$ cat config.mk
export PLATFORM = sky130hd
export DESIGN_NAME = sprite_cmd_scheduler_flat
export DESIGN_NICKNAME = d
export VERILOG_FILES = /design/src/rtl/sprite_cmd_pkg.sv /design/src/rtl/sprite_cmd_scheduler_if.sv /design/src/rtl/cmd_fifo.sv /design/src/rtl/sprite_cmd_scheduler.sv /design/src/flat_wrapper.sv
export SDC_FILE = /design/constraint.sdc
export NUM_CORES = 1
export LEC_CHECK = 0
export ABC_AREA = 1
export CORE_MARGIN = 10
export CORE_UTILIZATION = 68
export CTS_CLUSTER_DIAMETER = 150
export DETAILED_ROUTE_END_ITERATION = 8
export DONT_BUFFER_PORTS = 1
export HOLD_SLACK_MARGIN = 0.03
export PLACE_DENSITY = 0.84
export SYNTH_ARGS = -nofsm -noshare
export SYNTH_HDL_FRONTEND = slang
export SYNTH_SLANG_ARGS = --single-unit
$ cat constraint.sdc
create_clock -name clk -period 9.3 [get_ports clk]
set_input_delay 1.86 -clock clk [delete_from_list [all_inputs] [get_ports clk]]
set_output_delay 1.86 -clock clk [all_outputs]
set_load 0.02 [all_outputs]
$ cat src/rtl/sprite_cmd_pkg.sv
// Shared definitions for the sprite command scheduler: command word layout,
// info codes that the scheduler acts on, and scheduler FSM state encodings.
package sprite_cmd_pkg;

  localparam logic [3:0] INFO_WRITE = 4'b0001;
  localparam logic [3:0] INFO_FLUSH = 4'b1111;

  localparam int INFO_LSB = 17;

  typedef struct packed {
    logic [5:0]  sub_comp;
    logic [4:0]  child;
    logic [3:0]  info;
    logic [2:0]  typ;
    logic        pp;
    logic [12:0] msg;
  } cmd_t;

  localparam logic [1:0] ST_RUN     = 2'd0;
  localparam logic [1:0] ST_WAIT_VB = 2'd1;
  localparam logic [1:0] ST_SWAP    = 2'd2;

endpackage

$ cat src/rtl/sprite_cmd_scheduler_if.sv
// Host-side Avalon slave signals, video line count and the sprite command broadcast.
interface sprite_cmd_scheduler_if;

  logic        avs_write;
  logic        avs_read;
  logic [31:0] avs_writedata;
  logic        avs_waitrequest;
  logic [31:0] avs_readdata;
  logic [9:0]  vcount;
  logic [31:0] cmd_out;
  logic        swap_irq;

  modport master (
    output avs_write, avs_read, avs_writedata, vcount,
    input  avs_waitrequest, avs_readdata, cmd_out, swap_irq
  );

  modport slave (
    input  avs_write, avs_read, avs_writedata, vcount,
    output avs_waitrequest, avs_readdata, cmd_out, swap_irq
  );

endinterface

$ cat src/rtl/cmd_fifo.sv
// Show-ahead FIFO: head is valid whenever !empty; push is ignored when full, pop when empty.
// Pointers carry one extra wrap bit so full/empty come from a plain MSB compare.
module cmd_fifo #(
  parameter int DEPTH = 16,
  parameter int W     = 32
) (
  input  logic         clk,
  input  logic         reset,
  input  logic         push,
  input  logic [W-1:0] push_dat,
  input  logic         pop,
  output logic [W-1:0] head,
  output logic         full,
  output logic         empty
);

  localparam int AW = $clog2(DEPTH);

  logic [W-1:0] mem [DEPTH];
  logic [AW:0]  wr_ptr;
  logic [AW:0]  rd_ptr;
  logic         do_push;
  logic         do_pop;

  assign empty   = (wr_ptr == rd_ptr);
  assign full    = (wr_ptr[AW] != rd_ptr[AW]) && (wr_ptr[AW-1:0] == rd_ptr[AW-1:0]);
  assign head    = mem[rd_ptr[AW-1:0]];
  assign do_push = push && !full;
  assign do_pop  = pop && !empty;

  always_ff @(posedge clk or negedge reset) begin
    if (!reset) begin
      wr_ptr <= '0;
      rd_ptr <= '0;
    end else begin
      if (do_push) wr_ptr <= wr_ptr + (AW+1)'(1);
      if (do_pop)  rd_ptr <= rd_ptr + (AW+1)'(1);
    end
  end

  always_ff @(posedge clk) begin
    if (do_push) mem[wr_ptr[AW-1:0]] <= push_dat;
  end

endmodule

$ cat src/rtl/sprite_cmd_scheduler.sv
// Queues host sprite commands and broadcasts them one per cycle (2 cycles after acceptance),
// steering pp to the back buffer; commits swap buffers only in vblank, once per frame. Host waits while the queue is full.
module sprite_cmd_scheduler #(
  parameter int DEPTH    = 16,
  parameter int V_ACTIVE = 480
) (
  input logic                   clk,
  input logic                   reset,
  sprite_cmd_scheduler_if.slave bus
);

  import sprite_cmd_pkg::*;

  localparam logic [9:0] VB_LINE = 10'(V_ACTIVE);

  logic [1:0]  state;
  logic [1:0]  state_nxt;
  logic        front;
  logic        swapped;
  logic [15:0] frame_cnt;
  logic        in_vblank;
  logic        commit_pending;

  logic        fifo_push;
  logic        fifo_pop;
  logic        fifo_full;
  logic        fifo_empty;
  logic [31:0] fifo_head;
  logic [3:0]  wr_info;
  cmd_t        head;

  cmd_t        stage_dat;
  cmd_t        stage_nxt;
  logic        stage_irq;
  logic        stage_irq_nxt;
  logic [31:0] cmd_q;
  logic        irq_q;
  logic [31:0] rdata_q;

  assign wr_info        = bus.avs_writedata[INFO_LSB +: 4];
  assign fifo_push      = bus.avs_write && !fifo_full &&
                          (wr_info == INFO_WRITE || wr_info == INFO_FLUSH);
  assign head           = cmd_t'(fifo_head);
  assign in_vblank      = (bus.vcount >= VB_LINE);
  assign commit_pending = (state == ST_WAIT_VB) || (state == ST_SWAP);

  assign bus.avs_waitrequest = fifo_full;
  assign bus.cmd_out         = cmd_q;
  assign bus.swap_irq        = irq_q;
  assign bus.avs_readdata    = rdata_q;

  cmd_fifo #(.DEPTH(DEPTH), .W(32)) u_fifo (
    .clk      (clk),
    .reset    (reset),
    .push     (fifo_push),
    .push_dat (bus.avs_writedata),
    .pop      (fifo_pop),
    .head     (fifo_head),
    .full     (fifo_full),
    .empty    (fifo_empty)
  );

  // The queue only ever holds WRITE and FLUSH words, so a non-FLUSH head is a WRITE.
  always_comb begin
    state_nxt     = state;
    fifo_pop      = 1'b0;
    stage_nxt     = '0;
    stage_irq_nxt = 1'b0;
    unique case (state)
      ST_RUN: begin
        if (!fifo_empty) begin
          if (head.info == INFO_FLUSH) begin
            state_nxt = ST_WAIT_VB;
          end else begin
            fifo_pop     = 1'b1;
            stage_nxt    = head;
            stage_nxt.pp = ~front;
          end
        end
      end
      ST_WAIT_VB: begin
        if (in_vblank && !swapped) state_nxt = ST_SWAP;
      end
      ST_SWAP: begin
        fifo_pop       = 1'b1;
        stage_nxt.info = INFO_FLUSH;
        stage_nxt.pp   = ~front;
        stage_irq_nxt  = 1'b1;
        state_nxt      = ST_RUN;
      end
      default: state_nxt = ST_RUN;
    endcase
  end

  always_ff @(posedge clk or negedge reset) begin
    if (!reset) begin
      state     <= ST_RUN;
      front     <= 1'b0;
      swapped   <= 1'b0;
      frame_cnt <= '0;
      stage_dat <= '0;
      stage_irq <= 1'b0;
      cmd_q     <= '0;
      irq_q     <= 1'b0;
      rdata_q   <= '0;
    end else begin
      state     <= state_nxt;
      stage_dat <= stage_nxt;
      stage_irq <= stage_irq_nxt;
      cmd_q     <= stage_dat;
      irq_q     <= stage_irq;
      if (state == ST_SWAP) begin
        front     <= ~front;
        frame_cnt <= frame_cnt + 16'd1;
        swapped   <= 1'b1;
      end else if (!in_vblank) begin
        swapped   <= 1'b0;
      end
      if (bus.avs_read) begin
        rdata_q <= {commit_pending, fifo_empty, front, 13'b0, frame_cnt};
      end
    end
  end

endmodule
$ cat src/flat_wrapper.sv
// flat-port wrapper written by rule: the top's interface ports become plain ports
module sprite_cmd_scheduler_flat import sprite_cmd_pkg::*;
#(
  parameter int DEPTH    = 16,
  parameter int V_ACTIVE = 480
)
  (clk, reset, bus_avs_write, bus_avs_read, bus_avs_writedata, bus_vcount, bus_avs_waitrequest, bus_avs_readdata, bus_cmd_out, bus_swap_irq);
  sprite_cmd_scheduler_if bus_i ();
  input logic clk;
  input logic reset;
  input wire logic [$bits(bus_i.avs_write)-1:0] bus_avs_write;
  input wire logic [$bits(bus_i.avs_read)-1:0] bus_avs_read;
  input wire logic [$bits(bus_i.avs_writedata)-1:0] bus_avs_writedata;
  input wire logic [$bits(bus_i.vcount)-1:0] bus_vcount;
  output wire logic [$bits(bus_i.avs_waitrequest)-1:0] bus_avs_waitrequest;
  output wire logic [$bits(bus_i.avs_readdata)-1:0] bus_avs_readdata;
  output wire logic [$bits(bus_i.cmd_out)-1:0] bus_cmd_out;
  output wire logic [$bits(bus_i.swap_irq)-1:0] bus_swap_irq;
  assign bus_i.avs_write = bus_avs_write;
  assign bus_i.avs_read = bus_avs_read;
  assign bus_i.avs_writedata = bus_avs_writedata;
  assign bus_i.vcount = bus_vcount;
  assign bus_avs_waitrequest = bus_i.avs_waitrequest;
  assign bus_avs_readdata = bus_i.avs_readdata;
  assign bus_cmd_out = bus_i.cmd_out;
  assign bus_swap_irq = bus_i.swap_irq;
  sprite_cmd_scheduler #(.DEPTH(DEPTH), .V_ACTIVE(V_ACTIVE)) u_core (.clk(clk), .reset(reset), .bus(bus_i));
endmodule
### Yosys cells after proc, flatten, opt, wreduce, memory -nomap -nowiden

Memories as Yosys holds them, arrays and structs flattened.
Index checks and enable logic that the tools add are counted.

| storage, ports and cells | value |
|---|---|
| ROM bits | 0 |
| RAM bits | 512 |
| memories kept | 1 |
| latch bits | 0 |
| flip-flop bits (word level) | 115 |

| operators by class | value |
|---|---|
| bitwise gates (word level) | 1 |
| shift operators | 0 |
| muxes and demuxes | 19 |
| div/mod/pow operators | 0 |
| add/sub/neg operators | 3 |
| reductions and logical operators | 13 |
| order comparisons | 1 |
| equality and inequality tests | 12 |
| multipliers | 0 |

Memory list:

| name | depth | width | rd ports | clocked after Yosys merged registers in | write ports | line | source |
|---|---|---|---|---|---|---|---|
| u_core.u_fifo.mem | 16 | 32 | 1 | 0 | 1 | cmd_fifo.sv:19 | `logic [W-1:0] mem [DEPTH];` |

Operator list:

| kind | count |
|---|---|
| 2-to-1 mux 32 bit | 2 |
| adder 16 x 1 -> 16 bit, second input constant | 1 |
| 2-to-1 mux 13 bit | 1 |
| 2-to-1 mux 11 bit | 1 |
| adder 5 x 1 -> 5 bit, second input constant | 2 |
| greater-or-equal comparator 10 x 9 -> 1 bit, second input constant | 1 |
| equality test 4 bit, second input constant | 2 |
| case mux 4 bit (2 select lines) | 1 |
| 2-to-1 mux 1 bit | 7 |
| logical AND 1 bit | 6 |
| 2-to-1 mux 2 bit | 3 |
| != test 2 bit, second input constant | 3 |
| equality test 5 bit | 1 |
| equality test 4 x 1 -> 1 bit, second input constant | 1 |
| equality test 4 bit | 1 |
| case mux 1 bit (2 select lines) | 2 |
| case mux 2 bit (2 select lines) | 1 |
| logical NOT 1 bit | 3 |
| 2-to-1 mux 3 bit | 1 |
| AND reduction 3 bit | 1 |
| equality test 2 x 1 -> 1 bit, second input constant | 1 |
| equality test 2 bit, second input constant | 1 |
| logical NOT 2 bit | 1 |
| logical OR 1 bit | 2 |
| 3 further kinds | 3 |

### Logic depth before layout (Yosys ltp)

Gate-level depths: netlist of run 1.

| logic depth | value |
|---|---|
| depth after elaboration | 8 |
| depth in mapped cells | 17 |

### Hierarchy

A second synthesis of run 1 with hierarchy kept.

| unflattened totals | value |
|---|---|
| cells, all modules | 2178 |
| area, all modules | 25121.6 µm² |

By module, submodules not included:

| module | instances | cells an instance | area each (µm²) |
|---|---|---|---|
| cmd_fifo | 1 | 1861 | 21300.4 |
| sprite_cmd_scheduler | 1 | 317 | 3821.2 |

### Least setup slack after synthesis of run 1

Ideal clock, no wire load.

| timing path | value |
|---|---|
| kind | input -> register |
| start point | in bus_avs_writedata[20] |
| end point | mem u_core.u_fifo.mem[11][0], enable pin |
| setup slack | 5083 ps |
| cell stages on the path | 7 |
| arrival | 3797 ps |
| setup time | 419 ps |
| cell sequence | o21ai_0 > nand3_1 > nor2_1 > nand2_1 > inv_2 > nand2_1 > nor2_1 |

| on the way | value |
|---|---|
| longest elaborated chain between the ends | 6 |

Ends and longest elaborated chain:

| what | line | source |
|---|---|---|
| from (decl) | flat_wrapper.sv:13 | `input wire logic [$bits(bus_i.avs_writedata)-1:0] bus_avs_writedata;` |
| equality test 4 x 1 -> 1 bit / equality test 4 bit (equally long branches) | sprite_cmd_scheduler.sv:42 | `(wr_info == INFO_WRITE \|\| wr_info == INFO_FLUSH);` |
| logical OR 1 bit (*) | sprite_cmd_scheduler.sv:42 |  |
| logical AND 1 bit (*) | sprite_cmd_scheduler.sv:41 | `assign fifo_push = bus.avs_write && !fifo_full &&` |
| logical AND 1 bit (*) | cmd_fifo.sv:28 | `assign do_push = push && !full;` |
| 2-to-1 mux 1 bit (*) | cmd_fifo.sv:42 | `if (do_push) mem[wr_ptr[AW-1:0]] <= push_dat;` |
| 2-to-1 mux 1 bit (not written as such) (*) | cmd_fifo.sv:42 |  |
| to (decl) | cmd_fifo.sv:19 |  |

Every way passes the cells marked *; elsewhere a longest branch is shown, timed or not.

### Worst setup path after layout of run 1

| timing path | value |
|---|---|
| start point | reg u_core.u_fifo.rd_ptr[0] |
| end point | out bus_avs_waitrequest |

| on the way | value |
|---|---|
| longest elaborated chain between the ends | 2 |

Ends and longest elaborated chain:

| what | line | source |
|---|---|---|
| from (decl) | cmd_fifo.sv:21 | `logic [AW:0] rd_ptr;` |
| from (signal assigned) | cmd_fifo.sv:37 | `if (do_pop) rd_ptr <= rd_ptr + (AW+1)'(1);` |
| equality test 4 bit | cmd_fifo.sv:26 | `assign full = (wr_ptr[AW] != rd_ptr[AW]) && (wr_ptr[AW-1:0] == rd_ptr[AW-1:0]);` |
| logical AND 1 bit | cmd_fifo.sv:26 |  |
| to (decl) | flat_wrapper.sv:15 | `output wire logic [$bits(bus_i.avs_waitrequest)-1:0] bus_avs_waitrequest;` |

Every way passes these cells.

==> results of run 1 <==
==> per-layer routing <==
layer | routed length [um] | vias up | GRT usage, %
li1 | - | 6436 | -
met1 | 20000 | 7239 | 31.0
met2 | 26900 | 937 | 40.4
met3 | 5900 | 141 | 5.61
met4 | 1580 | 0 | 9.54
met5 | 0 | - | 0
==> how the worst max path moves through the flow <==
stage	start	end	depth (start not counted)
2_1_floorplan	bus_avs_writedata[20]	u_core.u_fifo.mem[11][0]$_DFFE_PP_	7
3_3_place_gp	bus_avs_writedata[20]	u_core.u_fifo.mem[6][1]$_DFFE_PP_	8
3_5_place_dp	bus_avs_writedata[20]	u_core.u_fifo.mem[4][31]$_DFFE_PP_	8
4_1_cts	u_core.u_fifo.rd_ptr[0]$_DFFE_PN0P_	bus_avs_waitrequest	4
5_1_grt	u_core.u_fifo.rd_ptr[0]$_DFFE_PN0P_	bus_avs_waitrequest	4
6_report	u_core.u_fifo.rd_ptr[0]$_DFFE_PN0P_	bus_avs_waitrequest	4
==> metrics by stage <==
step | worst slack [ns] | hold WS, ns | total power [mW] | util (%)
final | 4.87 | 0.347 | 7.87 | 75.5
after global routing | 4.76 | 0.351 | 8.20 | 75.5
after CTS | 4.89 | 0.349 | 7.85 | 75.5
after detailed placement | 5.02 | 0.335 | 5.46 | 69.9
after global placement | 5.11 | 0.332 | 5.35 | 69.9
after floorplan | 5.08 | 0.331 | 5.00 | -
==> power breakdown <==
part           internal (mW)  leakage [nW]  switching, mW  total, mW
logic                  0.627          2.84           1.39       2.02
registers               3.18          5.94          0.297       3.47
clock network           1.40         0.967          0.978       2.38
total                   5.20          9.75           2.67       7.87
==> critical path: stages, from the launching register on <==
cell and delay, ns:
dfrtp_4 1.08, xnor2_1 0.20, nand4_1 0.22, or2_1 0.28
inv_1 0.17
==> cells in the final DEF (no fill, tap or decap), types with 11 or more instances in the layout <==
cell type  instances
dfrtp_1          113
a211oi_2          20
clkbuf_16         60
xor2_1            20
inv_1             85
clkinv_2          13
clkbuf_1          16
nand3_1           47
mux2_2            11
conb_1            13
a32o_1            35
o21ai_0           79
edfxtp_1         496
buf_4             21
nor2_4            16
nand2_1          469
nor2_1            27
a21oi_1          191
a22oi_1           54
==> cell families after synthesis <==
| kind of cell | Yosys count | synth area share, % |
|---|---|---|
| xor+xnor | 27 | 0.987 |
| compound gates | 389 | 10.2 |
| fa+ha+maj | 10 | 0.522 |
| mux | 11 | 0.517 |
| other cells | 1 | 0.0157 |
| buf+inv | 207 | 4.13 |
| simple gates | 575 | 9.46 |
| flops | 611 | 74.2 |
==> sequential cells by signal (all words and copies together), names as in the netlist, 2 cells and up <==
signal                   count
u_core.frame_cnt            16
u_core.bus.cmd_out          32
u_core.u_fifo.mem          496
u_core.state                 2
u_core.bus.avs_readdata     19
u_core.u_fifo.wr_ptr         5
u_core.stage_dat            32
u_core.u_fifo.rd_ptr         5
==> layout make-up <==
class | count | area, sq um | share of cell area (%)
multi-input combinational | 1025 | 5350 | 20.5
sequential | 611 | 17800 | 68.0
inverter | 91 | 349 | 1.34
timing repair buffer | 21 | 158 | 0.603
tap | 455 | 569 | 2.18
clock inverter | 21 | 239 | 0.914
clock buffer | 87 | 1700 | 6.50
==> flow_summary.yaml, run 1 <==
clock_network:
  cts.sinks: 611
  tritoncts.num_buffers: 57
  clk_latency_ns: 0.60
  postCtsHoldBufs: 0
  clk_pin_slew_ns: 0.06
  cts_tree: "yes"
  htreeDepth: 2
  postCtsResizedCells: 0
  clk_path_buf_depth: 3
  post_cts_buffers: 0
  cts-root-buf: "clkbuf_16"
critical_path:
  critical_path_class: "reg -> out"
  setup.worst_path.start_class: "flop"
  crit_path_max_fanout: 79
  worst-r2r-setup-slack_ns: 5.21
  r2r_end: "u_core.stage_dat[12]$_DFF_PN0_"
  worst_setup_path_end_kind: "output pin"
  crit_required_ns: 7.44
  reg2reg_from: "u_core.u_fifo.rd_ptr[0]$_DFFE_PN0P_"
  r2r_cells: 13
  arrival_ns: 2.57
routing:
  drtPass1Iterations: 5
  dr.first_iter.drc_count: 1920
  vias_per_cell: 6.38
  postRouteAntennaNets: 0
  wirelength_um: 54400
  drt-wirelength-per-cell_um: 23.5
  vias: 14800
  drc: 0
synth:
  synthCells: 1831
  avgSynthCellArea_sq_um: 13.1
  seq_area_frac_synth_pct: 74.2
  synth-edff-count: 496
  ys.flop_type: "edfxtp_1"
  async_flop_share_pct: 18.8
  syn_area_sq_mm: 0.0239
  synth_seq_cells: 611
  synthMostInstantiatedCell: "edfxtp_1"
  yosys_warnings: 0
  synth_top_area_share_pct: 62.2
  synth.distinct_cells: 35
  synth_commonest_cells: "496 x edfxtp_1, 469 x nand2_1, 191 x a21oi_1, 115 x dfrtp_1, 86 x inv_1"
  synth_top_area_cell: "edfxtp_1"
  yosys-top-cells-area: "edfxtp_1 62%, dfrtp_1 12%, nand2_1 7.4%, a21oi_1 4.0%, a22oi_1 1.7%"
layout:
  n_antenna_cell: 0
  fill_cells: 1924
  drive_gt1_share_pct: 9.32
  final_cells: 2311
  final_nets: 1863
  area_growth_pct: 9.17
  final_area_sq_mm: 0.0261
die:
  ios: 112
  start_util_pct: 69.2
  core_sq_mm: 0.0346
  num_rows: 68
  die_w_um: 208
  die_h_um: 208
  dieArea_sq_mm: 0.0431
sta:
  tightest_slew_ns: 1.22
  clock.fmax_mhz: 226
  skew_ns: 0.0120
  maxSlewViolCount: 0
  rsz0062_at_grt: "false"
  layout_min_cycle_time_ns: 4.43
  hold_viol_final: 0
  relSlewSlack_pct: 18.5
  period_share_pct: 47.6
  final-setup-viol-count: 0
  fin_setup_tns_ns: 0
global_route:
  grt_pass1_wl_um: 83300
  grt_antenna_before_repair: 0
  grt_max_degree: 116
  grt.overflow.total: 0
  grt_pass1_vias: 14800
  grt_usage_pct: 24.5
place:
  place_hpwl_um: 27700
  dpl.cell_count: 2203
  io_buffers: 0
  placed_area_sq_mm: 0.0242
  place.gp.congestion: 0.777
hold_path:
  holdPathStages: 0
  min_to: "u_core.bus.cmd_out[24]$_DFF_PN0_"
  min_path_type: "reg -> reg"
  min_from: "u_core.stage_dat[24]$_DFF_PN0_"
pwr:
  ir_drop_mv: 0.235
  leakage_nw: 9.75
  power_per_cell_area_mw_per_mm2: 301
run:
  max_cap_viol_count: 0
run_status:
  outcome: "finished clean"
(Power assumes the default switching activity.)
==> run 2, diff against run 1 <==
- CORE_UTILIZATION: 68 -> 63
- PLACE_DENSITY: 0.84 -> 0.79
- clock period: 9.3 -> 4.2 ns (I/O delays scaled with it)
==> run 2 against run 1 <==
Compared with the run above: wire length is 3.1% lower; flip-flop and latch count unchanged; total power grew 120%; critical path type is now reg -> reg.
==> flow_summary.yaml, run 2 (same netlist as run 1, synthesis figures left out) <==
critical_path:
  crit_required_ns: 4.68
  worst_setup_path_end_kind: "flop"
  worst-r2r-setup-slack_ns: 0.91
  crit_path_max_fanout: 59
  setup.worst_path.start_class: "flop"
  cpPeakStageDelay_ns: 0.72
  cp.depth: 12
  cpMaxStageDelayCell: "dfrtp_4"
  critical_path_class: "reg -> reg"
  r2r_cells: 12
  crit_buf_inv: 3
  reg2reg_from: "u_core.u_fifo.rd_ptr[0]$_DFFE_PN0P_"
  r2r_end: "u_core.stage_dat[14]$_DFF_PN0_"
  arrival_ns: 3.77
  worstPathCellList: "buf_4 -> nand2_1 -> nand3_1 -> nand3_1 -> nand3_1 -> nand2_1 -> nand2_1 -> inv_1 -> nand2_2 -> nand3_4 -> buf_4 -> a211oi_2"
  path_delay_family: "simple AND/OR/NAND/NOR gates"
place:
  io_buffers: 0
  place_ws_ns: 1.05
  place_hpwl_um: 27900
  dpl.cell_count: 2270
  place.gp.congestion: 0.768
die:
  die_h_um: 215
  dieArea_sq_mm: 0.0462
  ios: 112
  core_sq_mm: 0.0376
  die_w_um: 215
  start_util_pct: 63.7
  num_rows: 71
clock_network:
  htreeDepth: 2
  clk_pin_slew_ns: 0.06
  cts_tree: "yes"
  cts-root-buf: "clkbuf_16"
  clk_path_buf_depth: 3
  clk_latency_ns: 0.61
  postCtsHoldBufs: 1
  tritoncts.num_buffers: 57
  postCtsResizedCells: 0
  cts.sinks: 611
  post_cts_buffers: 0
run_status:
  outcome: "finished clean"
sta:
  relSlewSlack_pct: 36.4
  fin_ws_ns: 0.914
  rsz0062_at_grt: "false"
  fin_setup_tns_ns: 0
  layout_min_cycle_time_ns: 3.29
  maxSlewViolCount: 0
  tightest_slew_ns: 0.954
  period_share_pct: 78.2
  clock.fmax_mhz: 304
  hold_viol_final: 0
  skew_ns: 0.0322
  final-setup-viol-count: 0
routing:
  drc: 0
  postRouteAntennaNets: 0
  wl_met2_um: 25700
  drtPass1Iterations: 6
  drt-wirelength-per-cell_um: 22.2
  routed-wl-met3_um: 4480
  vias: 14500
  dr.first_iter.drc_count: 1610
  drt-met1-wl_um: 20700
  vias_per_cell: 6.08
  top_layer: "met4"
  wirelength_um: 52800
global_route:
  grt.overflow.total: 0
  grt_pass1_wl_um: 81400
  grt_antenna_before_repair: 0
  grt_usage_pct: 22.3
  grt_max_degree: 116
  grt_pass1_vias: 14500
pwr:
  leakage_nw: 9.82
  ir_drop_mv: 0.475
  power_per_cell_area_mw_per_mm2: 655
hold_path:
  min_path_type: "in -> async"
layout:
  final_nets: 1875
  final_cells: 2378
  final_common_cell: "edfxtp_1"
  final_cell_mix: "496 x edfxtp_1, 469 x nand2_1, 191 x a21oi_1"
  area_growth_pct: 10.4
  n_antenna_cell: 0
  largest_reg_flops: 496
  drive_gt1_share_pct: 9.53
run:
  max_cap_viol_count: 0
[run 2: cell count changes in the layout (fill, tap and decap cells not counted)]
| cell | delta |
|---|---|
| buf_12 | +11 |
| buf_16 | +1 |
| bufinv_16 | -1 |
| clkbuf_4 | -2 |
| clkbuf_8 | +1 |
| clkinv_1 | +6 |
| clkinv_2 | -5 |
| clkinv_4 | +2 |
| clkinv_8 | +1 |
| inv_4 | -1 |
| inv_6 | -2 |
[run 2: per-layer routing]
metal | global-route usage, % | up-vias
li1 | - | 6464
met1 | 28.9 | 7143
met2 | 36.8 | 722
met3 | 4.03 | 140
met4 | 9.27 | 0
met5 | 0 | -
[run 2: how the worst max path moves through the flow]
stage / start / endpoint / slack (ns)
finish: u_core.u_fifo.rd_ptr[0]$_DFFE_PN0P_ / u_core.stage_dat[14]$_DFF_PN0_ / 0.91
global route: u_core.u_fifo.rd_ptr[0]$_DFFE_PN0P_ / u_core.stage_dat[14]$_DFF_PN0_ / 0.76
CTS: u_core.u_fifo.rd_ptr[0]$_DFFE_PN0P_ / u_core.stage_dat[14]$_DFF_PN0_ / 0.96
detailed placement: u_core.u_fifo.rd_ptr[0]$_DFFE_PN0P_ / u_core.stage_dat[14]$_DFF_PN0_ / 1.05
global placement: u_core.u_fifo.rd_ptr[0]$_DFFE_PN0P_ / u_core.stage_dat[14]$_DFF_PN0_ / 1.10
floorplan: bus_avs_writedata[20] / u_core.u_fifo.mem[11][0]$_DFFE_PP_ / 1.00
[run 2: cell type report]
cell class / count / area, sq um
clock inverter: 21 / 216
multi-input combinational: 1025 / 5350
clock buffer: 86 / 1700
fill: 2354 / 11100
timing repair buffer: 33 / 405
inverter: 91 / 349
tap: 511 / 639
sequential: 611 / 17800
[run 2: power by group]
group          internal, mW  total (mW)  switching (mW)
clock network          3.04        5.20            2.16
logic                  1.42        4.57            3.15
registers              7.03        7.55           0.514
total                  11.5        17.3            5.83
[run 2: stage by stage]
stage	util (%)	hold slack [ns]	total power, mW	area [sq um]
after global placement	65.2	0.332	11.9	24500
after floorplan	-	0.331	11.1	24000
after global routing	70.4	0.234	18.1	26400
final	70.4	0.179	17.3	26400
after CTS	70.4	0.208	17.3	26400
after detailed placement	65.2	0.335	12.1	24500
==> run 3, diff against run 2 <==
- CORE_UTILIZATION: 63 -> 57
- PLACE_DENSITY: 0.79 -> 0.75
- clock period: 4.2 -> 2.96 ns (I/O delays scaled with it)
==> run 3 against run 2 <==
Compared with the run above: the flow now finishes with violations (negative hold slack); global-route usage down 1.2 points; combinational power up 44%; first-iteration DRC count is 7.5% lower; design area grew 1.6%; critical path type is now reg -> out; largest power group unchanged.
==> flow_summary.yaml, run 3 (same netlist as run 1, synthesis figures left out) <==
pwr:
  pwr-share-comb_pct: 26.5
  p_sw_share_pct: 33.8
  clkPwrFrac_pct: 30.4
  p_int_mw: 16.5
  leakage_nw: 10.0
  ir_drop_mv: 0.776
  seqPwrFrac_pct: 43.1
  power_switching_mw: 8.41
  power_per_cell_area_mw_per_mm2: 926
layout:
  final_cell_mix: "496 x edfxtp_1, 469 x nand2_1, 191 x a21oi_1"
  multi_input_area_sq_mm: 0.00536
  area_growth_pct: 12.2
  final_cells: 2449
  regArea_sq_mm: 0.0178
  final_common_cell: "edfxtp_1"
  n_antenna_cell: 0
  drive_gt1_share_pct: 10.3
  final_nets: 1914
  fill_cells: 2909
  largest_reg_flops: 496
global_route:
  grt_antenna_before_repair: 0
  grt_max_degree: 128
  grt_pass1_vias: 14400
  grt_usage_pct: 21.1
  grt_pass1_wl_um: 82000
  grt.overflow.total: 0
clock_network:
  postCtsHoldBufs: 17
  cts-root-buf: "clkbuf_16"
  clk_path_buf_depth: 3
  cts_tree: "yes"
  clk_pin_slew_ns: 0.06
  tritoncts.num_buffers: 60
  cts.sinks: 611
  htreeDepth: 2
  clk_latency_ns: 0.64
die:
  num_rows: 75
  core_sq_mm: 0.0418
  die_h_um: 225
  start_util_pct: 57.4
  ios: 112
  dieArea_sq_mm: 0.0506
  die_w_um: 225
hold_path:
  min_path_type: "in -> async"
sta:
  maxSlewViolCount: 0
  whs_ns: -0.340
  fin_ws_ns: 0.275
  final-setup-viol-count: 0
  relSlewSlack_pct: 32.5
  skew_ns: 0.0224
  rsz0062_at_grt: "false"
  clock.fmax_mhz: 372
  period_share_pct: 90.7
  hold_viol_final: 115
  layout_min_cycle_time_ns: 2.69
  tightest_slew_ns: 1.01
critical_path:
  critical_path_class: "reg -> out"
  crit_path_max_fanout: 29
  worst_setup_path_end_kind: "output pin"
  cpPeakStageDelay_ns: 0.64
  worstPathCellList: "xnor2_1 -> nand4_1 -> or2_1 -> inv_1"
  setup.worst_path.start_class: "flop"
  arrival_ns: 2.09
  worst-r2r-setup-slack_ns: 0.28
  cpMaxStageDelayCell: "dfrtp_4"
  crit_required_ns: 2.37
place:
  io_buffers: 0
  dpl.cell_count: 2318
  place_ws_ns: 0.321
  place_hpwl_um: 28300
  place.gp.congestion: 0.772
routing:
  drc: 0
  vias_per_cell: 5.89
  vias: 14400
  drtPass1Iterations: 6
  dr.first_iter.drc_count: 1489
  wirelength_um: 53500
  postRouteAntennaNets: 0
  drt-wirelength-per-cell_um: 21.8
run_status:
  violations: "negative hold slack"
  outcome: "finished with violations"
run:
  max_cap_viol_count: 0
-- run 3: cell types whose count changed in the layout (fill, tap and decap cells not counted), moves of 2 or more --
cell           previous run  this run
buf_4                    21        37
clkbuf_8                 10         4
dlygate4sd3_1             0        17
bufinv_16                 4         6
inv_6                     1         4
clkinv_1                  6        15
buf_12                   11        15
clkinv_4                  2         0
clkinvlp_4                0         2
-- run 3: timing repair --
| item | 4_1_cts | 5_1_grt |
|---|---|---|
| buffers inserted | 0 | 0 |
| hold endpoints to repair | 274 | 115 |
| endpoints found under the setup margin | 0 | 0 |
| resized for setup | 0 | 0 |
-- run 3: cell type report --
cell class	instances	area share (%)
Timing Repair Buffer	69	2.78
Clock inverter	35	1.32
Inverter	91	1.30
Multi-Input combinational cell	1025	19.9
Sequential cell	611	66.2
Tap cell	539	2.51
Clock buffer	79	6.00
-- run 3: critical path: cells and delay by family, from the launching register on --
family                    cells  cell delay, ns
xor gates and xnor gates      1            0.20
buffers and inverters         1            0.18
DFF                           1            0.64
and+or+nand+nor               2            0.43
-- run 3: power by group through the flow --
stage	clock (mW)	combinational, mW	sequential, mW
after detailed placement	0	6.45	10.9
final	7.57	6.60	10.7
after CTS	7.66	6.57	10.7
after global routing	8.02	7.33	10.8
after floorplan	0	5.08	10.6
after global placement	0	6.23	10.9
-- run 3: final timing paths --
check                                                          to                           startpoint  cells past startpoint
worst min register to register   u_core.bus.cmd_out[27]$_DFF_PN0_       u_core.stage_dat[27]$_DFF_PN0_                      0
worst min-delay path             u_core.bus.cmd_out[20]$_DFF_PN0_                                reset                      0
worst max-delay path                          bus_avs_waitrequest  u_core.u_fifo.rd_ptr[0]$_DFFE_PN0P_                      4
max in group asynchronous        u_core.bus.cmd_out[10]$_DFF_PN0_                                reset                      0
worst max register to register     u_core.stage_dat[16]$_DFF_PN0_  u_core.u_fifo.rd_ptr[0]$_DFFE_PN0P_                     14
min in group clk                u_core.u_fifo.mem[0][8]$_DFFE_PP_                 bus_avs_writedata[8]                      0
-- run 3: stage by stage --
stage | hold slack [ns] | util (%) | area (sq um) | power (mW) | setup TNS [ns]
detailed placement | 0.303 | 59.2 | 24700 | 17.4 | 0
floorplan | 0.296 | - | 24000 | 15.7 | -7.62
global route | -0.364 | 64.4 | 26900 | 26.2 | 0
global placement | 0.303 | 59.2 | 24700 | 17.1 | 0
CTS | -0.369 | 64.4 | 26900 | 25.0 | 0
finish | -0.340 | 64.4 | 26900 | 24.9 | 0
-- run 3: metal layers --
metal | up-vias | global-route usage (%) | wire length [um]
met3 | 119 | 4.66 | 4660
met5 | - | 0 | 0
met4 | 0 | 8.14 | 1590
li1 | 6536 | - | -
met2 | 650 | 34.6 | 26000
met1 | 7131 | 27.0 | 21200
